$ cat config.mk
export PLATFORM = sky130hd
export DESIGN_NAME = pacman_collision
export DESIGN_NICKNAME = d
export VERILOG_FILES = /design/src/rtl/pacman_pkg.sv /design/src/rtl/pacman_ghost_match.sv /design/src/rtl/pacman_collision.sv
export SDC_FILE = /design/constraint.sdc
export NUM_CORES = 1
export LEC_CHECK = 0
export CAP_MARGIN = 20
export CORE_UTILIZATION = 40
export DETAILED_ROUTE_END_ITERATION = 8
export PLACE_DENSITY = 0.87
export SYNTH_ARGS = -nofsm -noshare
export SYNTH_HDL_FRONTEND = slang
export SYNTH_SLANG_ARGS = --single-unit
$ cat constraint.sdc
create_clock -name CLOCK_50 -period 2.6 [get_ports CLOCK_50]
set_input_delay 0.26 -clock CLOCK_50 [delete_from_list [all_inputs] [get_ports CLOCK_50]]
set_output_delay 0.26 -clock CLOCK_50 [all_outputs]
set_load 0.005 [all_outputs]
$ cat src/rtl/pacman_pkg.sv
// Shared definitions for the pacman collision block.
// Holds the grid widths, tile codes, collision codes and FSM state encoding.
// Both the top-level evaluator and the pill counter use the same collision codes.
package pacman_pkg;

  localparam int COORD_W    = 5;
  localparam int ADDR_W     = 2 * COORD_W;
  localparam int TILE_W     = 2;
  localparam int COLL_W     = 4;
  localparam int NUM_GHOSTS = 4;
  localparam int PILL_W     = 9;

  typedef enum logic [TILE_W-1:0] {
    TILE_EMPTY = 2'b00,
    TILE_WALL  = 2'b01,
    TILE_PILL  = 2'b10,
    TILE_POWER = 2'b11
  } tile_e;

  // One-hot collision codes; NONE is the all-zero idle value.
  typedef enum logic [COLL_W-1:0] {
    COLL_NONE  = 4'b0000,
    COLL_WALL  = 4'b0001,
    COLL_PILL  = 4'b0010,
    COLL_POWER = 4'b0100,
    COLL_GHOST = 4'b1000
  } coll_e;

  typedef enum logic [1:0] {
    ST_IDLE   = 2'd0,
    ST_READ   = 2'd1,
    ST_EVAL   = 2'd2,
    ST_REPORT = 2'd3
  } state_e;

  // True for outcomes that consume the tile (clear it and decrement the count).
  function automatic logic coll_eats(coll_e c);
    return (c == COLL_PILL) || (c == COLL_POWER);
  endfunction

endpackage

$ cat src/rtl/pacman_ghost_match.sv
// Four-way position comparator.
// Ports:
//   tgt_x, tgt_y     : target tile column / row
//   ghost_x, ghost_y : packed ghost columns / rows, ghost 0 in the LSBs
//   hit              : 1 when any ghost sits exactly on the target tile
module ghost_match
  import pacman_pkg::*;
(
  input  logic [COORD_W-1:0]            tgt_x,
  input  logic [COORD_W-1:0]            tgt_y,
  input  logic [NUM_GHOSTS*COORD_W-1:0] ghost_x,
  input  logic [NUM_GHOSTS*COORD_W-1:0] ghost_y,
  output logic                          hit
);

  always_comb begin
    hit = 1'b0;
    for (int g = 0; g < NUM_GHOSTS; g++) begin
      if ((ghost_x[g*COORD_W +: COORD_W] == tgt_x) &&
          (ghost_y[g*COORD_W +: COORD_W] == tgt_y)) begin
        hit = 1'b1;
      end
    end
  end

endmodule

$ cat src/rtl/pacman_collision.sv
// Pacman move evaluator: reads the target tile from an external tile RAM,
// checks the four ghosts, reports a collision code, clears eaten pills and
// tracks the remaining pill count.
// Ports:
//   CLOCK_50, reset      : clock, synchronous active-high reset
//   move_req             : move request, level-sampled in IDLE
//   tgt_x, tgt_y         : requested tile
//   ghost_x, ghost_y     : live packed ghost positions
//   map_addr/map_rdata   : tile RAM read port (rdata one cycle after addr)
//   map_we/map_wdata     : tile RAM write port (clears eaten tiles)
//   move_busy/move_done  : evaluation in progress / one-cycle result strobe
//   move_ok              : pacman may occupy the target (qualified by move_done)
//   collision_type       : collision code (zero outside move_done)
//   pills_left           : remaining pill + power-pill count
//   level_clear          : pills_left is zero
//   fsm_state            : current FSM state, for observation
//
// Handshake: a request is accepted on any rising edge where move_req=1 and
// move_busy=0. move_busy then stays high through READ, EVAL and REPORT;
// requests seen while busy are dropped. move_done pulses for one cycle in
// REPORT, together with move_ok and collision_type.
module pacman_collision
  import pacman_pkg::*;
#(
  parameter int NUM_PILLS = 300,
  parameter int MAP_ROWS  = 24
) (
  input  logic                          CLOCK_50,
  input  logic                          reset,
  input  logic                          move_req,
  input  logic [COORD_W-1:0]            tgt_x,
  input  logic [COORD_W-1:0]            tgt_y,
  input  logic [NUM_GHOSTS*COORD_W-1:0] ghost_x,
  input  logic [NUM_GHOSTS*COORD_W-1:0] ghost_y,
  output logic [ADDR_W-1:0]             map_addr,
  input  logic [TILE_W-1:0]             map_rdata,
  output logic                          map_we,
  output logic [TILE_W-1:0]             map_wdata,
  output logic                          move_busy,
  output logic                          move_done,
  output logic                          move_ok,
  output logic [COLL_W-1:0]             collision_type,
  output logic [PILL_W-1:0]             pills_left,
  output logic                          level_clear,
  output logic [1:0]                    fsm_state
);

  // One extra bit so MAP_ROWS = 32 still compares correctly.
  localparam logic [COORD_W:0]   ROWS_LIM   = (COORD_W+1)'(MAP_ROWS);
  localparam logic [PILL_W-1:0]  PILLS_INIT = PILL_W'(NUM_PILLS);

  state_e             state, state_next;
  logic [COORD_W-1:0] lat_x, lat_y;
  coll_e              coll_q, coll_next;
  logic               ok_q, ok_next;
  logic               ghost_hit;
  logic               off_map;
  logic [PILL_W-1:0]  pills_q;

  ghost_match u_ghost_match (
    .tgt_x   (lat_x),
    .tgt_y   (lat_y),
    .ghost_x (ghost_x),
    .ghost_y (ghost_y),
    .hit     (ghost_hit)
  );

  assign off_map = ({1'b0, lat_y} >= ROWS_LIM);

  // State register, target latch, result registers and pill counter.
  always_ff @(posedge CLOCK_50) begin
    if (reset) begin
      state   <= ST_IDLE;
      lat_x   <= '0;
      lat_y   <= '0;
      coll_q  <= COLL_NONE;
      ok_q    <= 1'b0;
      pills_q <= PILLS_INIT;
    end else begin
      state <= state_next;
      if (state == ST_IDLE && move_req) begin
        lat_x <= tgt_x;
        lat_y <= tgt_y;
      end
      if (state == ST_EVAL) begin
        coll_q <= coll_next;
        ok_q   <= ok_next;
      end
      // Counter saturates at zero so extra pill tiles cannot wrap it.
      if (state == ST_REPORT && coll_eats(coll_q) && pills_q != '0) begin
        pills_q <= pills_q - 1'b1;
      end
    end
  end

  // Next-state logic and classification of the tile read in READ.
  always_comb begin
    state_next = state;
    coll_next  = COLL_NONE;
    ok_next    = 1'b1;

    case (state)
      ST_IDLE:   if (move_req) state_next = ST_READ;
      ST_READ:   state_next = ST_EVAL;
      ST_EVAL:   state_next = ST_REPORT;
      ST_REPORT: state_next = ST_IDLE;
      default:   state_next = ST_IDLE;
    endcase

    // Ghost beats off-map, off-map beats the stored tile code.
    if (ghost_hit) begin
      coll_next = COLL_GHOST;
      ok_next   = 1'b1;
    end else if (off_map) begin
      coll_next = COLL_WALL;
      ok_next   = 1'b0;
    end else begin
      case (tile_e'(map_rdata))
        TILE_WALL: begin
          coll_next = COLL_WALL;
          ok_next   = 1'b0;
        end
        TILE_PILL:  coll_next = COLL_PILL;
        TILE_POWER: coll_next = COLL_POWER;
        default:    coll_next = COLL_NONE;
      endcase
    end
  end

  assign map_addr       = {lat_y, lat_x};
  assign map_wdata      = TILE_EMPTY;
  assign map_we         = (state == ST_REPORT) && coll_eats(coll_q);
  assign move_busy      = (state != ST_IDLE);
  assign move_done      = (state == ST_REPORT);
  assign move_ok        = (state == ST_REPORT) ? ok_q : 1'b0;
  assign collision_type = (state == ST_REPORT) ? coll_q : COLL_NONE;
  assign pills_left     = pills_q;
  assign level_clear    = (pills_q == '0);
  assign fsm_state      = state;

endmodule

==> impl_metrics.json, run 1 <==
{
  "syn_inst": 205,
  "row_count": 23,
  "critPathMaxFanout": 7,
  "arrival_ns": 1.99,
  "synth-simple-area-share": 0.2275,
  "report.final.slew_viol_count": 0,
  "grt_pass1_vias": 1531,
  "clock_skew_ns": 0.004586,
  "synth_largest_area_cell": "dfxtp_1",
  "drt_iter0_markers": 37,
  "antenna_found_initial": 0,
  "setup_violations": 0,
  "cts_hold_buf": 0,
  "synthAdderAreaFrac": 0.04431,
  "grt_pass1_wl_um": 6810,
  "switchingPower_uw": 437.3,
  "netlist_top_cells_count": "xor2_1 (31), dfxtp_1 (26), nand2_1 (24)",
  "antenna_cells": 0,
  "hold_class": "reg2reg",
  "finalWirelength_um": 4425,
  "worstMarginPinSlew_ns": 0.5716,
  "clkLatencyLatePin_ns": 0.26,
  "place.detailed.hpwl_um": 3456,
  "post-route-drc-count": 0,
  "crit_required_ns": 2.34,
  "syn_to_final_growth_pct": 52.36,
  "synthArstFlopShare": 0,
  "start_util": 0.4205,
  "drtAntennaViolNets": 0,
  "synth_xor_area_frac": 0.2430,
  "synth_top_family_by_area": "XOR/XNOR gates",
  "cts_tree": "done",
  "cap_viol_max_count": 0,
  "yosysWarnings": 0,
  "cts_resized": 0,
  "pwr-share-seq": 0.413,
  "intPower_uw": 869.7,
  "grt_max_degree": 18,
  "clock-sinks": 26,
  "p_sw_frac": 0.3346,
  "grt.overflow.total": 0,
  "drive_above_1_share": 0.06071,
  "port_buffers": 84,
  "power_frac_comb": 0.417,
  "min_period_over_period": 0.8668,
  "die_y_um": 67.08,
  "relSlewSlack": 0.6154,
  "nets": 343,
  "die_w_um": 67.08,
  "endpoint_kind": "output pin",
  "synth_compound_area_frac": 0.1041,
  "synth_top_area_frac": 0.3072,
  "ys_ff_latch": 26,
  "hold_violations": 0,
  "finalSetupTns_ns": 0,
  "htreeDepth": 1,
  "power.total_mw": 1.307,
  "muxShareOfSynthArea": 0,
  "clk_pin_slew_worst_paths_ns": 0.09,
  "drtPass1Iterations": 4,
  "synth_seq_area_share": 0.3072,
  "synth_edf_count": 0,
  "timing.fmax_mhz": 443.7,
  "start_kind": "flop",
  "viasPerCell": 4.955,
  "synth-main-ff-cell": "dfxtp_1",
  "worst-setup-path-type": "reg2out",
  "fin_crit_ns": 2.254,
  "cts_max_path_buffers": 2,
  "root_buffer": "clkbuf_8",
  "vias": 1635,
  "gp_congestion": 0.8162,
  "cts_setup_buffers": 0,
  "synth_most_common_cell": "xor2_1",
  "track_usage": 0.1986,
  "ir_drop_mv": 0.3192,
  "routedWlPerCell_um": 13.41,
  "clockPowerShare": 0.169,
  "timing.hold.ws_ns": 0.5070,
  "syn_area_um2": 1694,
  "leakage_nw": 0.9837,
  "die_area_um2": 4500,
  "synthDistinctLibCells": 38,
  "rsz0062_at_grt": "false",
  "coreArea_um2": 4029,
  "power_density_nw_per_um2": 506.3,
  "synthTopCellsByArea": "dfxtp_1 (31%), xor2_1 (16%), xnor2_1 (8.3%)",
  "ios": 87,
  "status": "finished clean",
  "numCtsBuffers": 3,
  "synth_area_per_cell_um2": 8.264
}
## routing by layer
layer | vias up | track usage | share of wire
li1 | 825 | - | -
met1 | 746 | 0.2325 | 0.42
met2 | 58 | 0.3538 | 0.48
met3 | 6 | 0.04110 | 0.091
met4 | 0 | 0.06383 | 0.013
met5 | - | 0 | 0
## worst max-delay path, stage by stage (launching register included)
cell	delay (ns)
dfxtp_1	0.39
ha_1	0.28
or3b_1	0.40
nor2_1	0.14
clkdlybuf4s50_1	0.52
## layout make-up
cell class / instances / area, um^2
repair buffers: 88 / 870.8
flip-flops and latches: 26 / 520.5
clock buffers: 3 / 41.29
well taps: 50 / 62.56
multi-input cells: 155 / 1056
fillers: 322 / 1448
inverters: 8 / 30.03
## logic make-up (layout without fill, tap and decap cells)
group / Yosys count / count (layout)
AO/OA/AOI/OAI: 26 / 26
XOR/XNOR: 47 / 47
adder cells (fa/ha/maj): 6 / 6
buffers and inverters: 25 / 99
flip-flops: 26 / 26
other: 1 / 2
AND/OR/NAND/NOR: 74 / 74
## worst paths after layout
| path | end | slack, ns | startpoint | cells after the start |
|---|---|---|---|---|
| max | map_we | 0.35 | fsm_state[1]$_SDFFE_PP0P_ | 4 |
| min | fsm_state[1]$_SDFFE_PP0P_ | 0.51 | fsm_state[1]$_SDFFE_PP0P_ | 2 |
| max reg2reg | pills_left[3]$_SDFFE_PP1P_ | 0.54 | fsm_state[1]$_SDFFE_PP0P_ | 7 |
| min reg2reg | fsm_state[1]$_SDFFE_PP0P_ | 0.51 | fsm_state[1]$_SDFFE_PP0P_ | 2 |
## cell usage in the layout, fill, tap and decap left out, drive strengths merged
cell           count
o32ai              2
dfxtp             26
ha                 6
buf                4
nand2             25
nand3              2
inv                8
or3b               2
o41ai              2
or4                1
and2               7
a211oi             3
or4b               1
o31a               1
xnor2             16
clkbuf             3
o21bai             1
nand4              8
xor2              31
a21boi             1
nor2              14
nor4b              1
nor3               2
o21ai              1
a21oi             12
and3               1
conb               2
a311o              1
nor4               7
nand4b             1
nand2b             2
o21a               2
clkdlybuf4s50     84
## state kept, by name (all words and copies together), names as in the netlist
signal      flops
lat_y           5
lat_x           5
coll_q          4
fsm_state       2
ok_q            1
pills_left      9
## metrics by stage
stage	cells	setup WS [ns]	utilization	cell area (um^2)
floorplan	206	0.5897	-	1698
CTS	330	0.3515	0.6407	2581
detailed placement	327	0.5489	0.6304	2540
global placement	327	0.6264	0.6304	2540
finish	330	0.3462	0.6407	2581
global route	330	0.2146	0.6407	2581
## power groups by stage
stage          Sequential, mW  Clock [mW]  Combinational [mW]
2_1_floorplan           0.495           0               0.340
3_3_place_gp            0.548           0               0.530
3_5_place_dp            0.551           0               0.547
4_1_cts                 0.541       0.228               0.552
5_1_grt                 0.552       0.244               0.612
6_report                0.540       0.221               0.545
(Power assumes the default switching activity.)
==> run 2, diff against run 1 <==
--- a/config.mk
+++ b/config.mk
@@ -6,7 +6,7 @@
 export NUM_CORES = 1
 export LEC_CHECK = 0
-export CAP_MARGIN = 20
 export CORE_UTILIZATION = 40
 export DETAILED_ROUTE_END_ITERATION = 8
+export HOLD_SLACK_MARGIN = 0.02
 export PLACE_DENSITY = 0.87
 export SYNTH_ARGS = -nofsm -noshare
==> constraint.sdc (replaced) <==
create_clock -name CLOCK_50 -period 2.6 [get_ports CLOCK_50]
set_input_delay 0.26 -clock CLOCK_50 [delete_from_list [all_inputs] [get_ports CLOCK_50]]
set_output_delay 0.26 -clock CLOCK_50 [all_outputs]
set_load 0.05 [all_outputs]
==> run 2 against run 1 <==
Net effect:
- sequential power is essentially flat
- combinational power rose by 33%
- sequential share of layout area about the same
- register-to-register slack got worse by 0.09 ns
- design area grew 0.19%
- setup slack worse by 0.24 ns
- clock power hardly changed
==> impl_metrics.json, run 2 (synthesis gave the netlist of run 1 again) <==
{
  "status": "finished clean",
  "max_stage_delay_ns": 0.80,
  "grt_pass1_vias": 1499,
  "path_buf_inv": 2,
  "final_cell_mix": "clkdlybuf4s50_1 (83), xor2_1 (31), dfxtp_1 (26), nand2_1 (24), xnor2_1 (16)",
  "antenna_found_initial": 0,
  "final_common_cell": "clkdlybuf4s50_1",
  "rsz0062_at_grt": "false",
  "final-seq-area_um2": 520.5,
  "numCtsBuffers": 3,
  "track_usage": 0.1948,
  "row_count": 23,
  "nets": 343,
  "cts_resized": 0,
  "critPathMaxFanout": 4,
  "drive_above_1_share": 0.06429,
  "viasPerCell": 5.003,
  "root_buffer": "clkbuf_8",
  "worst-setup-path-type": "reg2out",
  "drt_iter0_markers": 44,
  "clkLatencyLatePin_ns": 0.27,
  "clock-sinks": 26,
  "fill_cells": 372,
  "pwr-share-seq": 0.363,
  "die_w_um": 67.08,
  "cts_tree": "done",
  "crit_required_ns": 2.34,
  "hold_class": "reg2reg",
  "arrival_ns": 2.23,
  "cts_hold_buf": 0,
  "intPower_uw": 866.8,
  "multi_input_comb_area_um2": 1059,
  "crit_family": "buffers and inverters",
  "fin_util": 0.6419,
  "grt_max_degree": 16,
  "htreeDepth": 1,
  "ios": 87,
  "leakage_nw": 1.000,
  "post-route-drc-count": 0,
  "largest_reg_flops": 9,
  "drtPass1Iterations": 4,
  "syn_to_final_growth_pct": 52.66,
  "die_area_um2": 4500,
  "grt_pass1_wl_um": 6589,
  "power_density_nw_per_um2": 577.1,
  "routedWlPerCell_um": 13.62,
  "switchingPower_uw": 625.8,
  "report.final.slew_viol_count": 0,
  "cp_cell_sequence": "inv_1, ha_1, nor4b_1, and2_1, clkdlybuf4s50_1",
  "cts_max_path_buffers": 2,
  "relSlewSlack": 0.6535,
  "setup_violations": 0,
  "power_frac_comb": 0.487,
  "ir_drop_mv": 0.5324,
  "clockPowerShare": 0.150,
  "p_sw_frac": 0.4193,
  "antenna_cells": 0,
  "clock_skew_ns": 0.002861,
  "gp_congestion": 0.8211,
  "vias": 1651,
  "cp_slowest_cell": "clkdlybuf4s50_1",
  "cts_setup_buffers": 0,
  "port_buffers": 84,
  "start_kind": "flop",
  "grt.overflow.total": 0,
  "timing.fmax_mhz": 400.9,
  "min_period_over_period": 0.9595,
  "fin_ws_ns": 0.1053,
  "cap_viol_max_count": 0,
  "coreArea_um2": 4029,
  "finalSetupTns_ns": 0,
  "dp_cells": 327,
  "start_util": 0.4205,
  "die_y_um": 67.08,
  "finalWirelength_um": 4495,
  "worstMarginPinSlew_ns": 0.5181,
  "endpoint_kind": "output pin",
  "layout.cells.non_filler": 330,
  "place_ws_ns": 0.4028,
  "drtAntennaViolNets": 0,
  "place.detailed.hpwl_um": 3514,
  "clk_pin_slew_worst_paths_ns": 0.09,
  "fin_crit_ns": 2.495,
  "hold_violations": 0
}
==> run 2: final cells by class <==
type	instances	share of cell area
Inverter	8	0.01161
Multi-Input combinational cell	155	0.4093
Clock buffer	3	0.01597
Timing Repair Buffer	88	0.3377
Tap cell	50	0.02419
Sequential cell	26	0.2013
==> run 2: final timing paths <==
path / startpoint / to / cells after the start / slack, ns
setup / recovery: pills_left[0]$_SDFFE_PP0P_ / level_clear / 5 / 0.11
hold / removal: coll_q[1]$_SDFFE_PP0P_ / coll_q[1]$_SDFFE_PP0P_ / 2 / 0.52
setup reg to reg: fsm_state[1]$_SDFFE_PP0P_ / pills_left[7]$_SDFFE_PP0P_ / 7 / 0.45
hold reg to reg: coll_q[1]$_SDFFE_PP0P_ / coll_q[1]$_SDFFE_PP0P_ / 2 / 0.52
==> run 2: power groups by stage <==
stage               Clock, mW  Sequential, mW  Combinational (mW)
floorplan                   0           0.631               0.397
global placement            0           0.548               0.717
detailed placement          0           0.551               0.728
CTS                     0.234           0.542               0.731
global route            0.255           0.550               0.784
finish                  0.224           0.542               0.726
==> run 2: routing by layer <==
layer	global-route usage	wire [um]	up-vias
li1	-	-	831
met1	0.2305	1866	761
met2	0.3438	2223	55
met3	0.03767	374	4
met4	0.06649	31	0
met5	0	0	-
==> run 2: worst reg2reg max path, cell delays in order, from the launching register on <==
cell and delay [ns]:
dfxtp_1 0.40, ha_2 0.25, or3b_1 0.40, a211oi_2 0.38, buf_4 0.23, nand4_1 0.13
xor2_1 0.19, nor2_1 0.05
==> run 2: metrics by stage <==
stage | total power, mW | area [um^2] | hold WS [ns]
6_report | 1.493 | 2586 | 0.5191
5_1_grt | 1.589 | 2586 | 0.5397
4_1_cts | 1.507 | 2584 | 0.5196
3_5_place_dp | 1.279 | 2542 | 0.5003
3_3_place_gp | 1.265 | 2542 | 0.4919
2_1_floorplan | 1.027 | 1700 | 0.3960
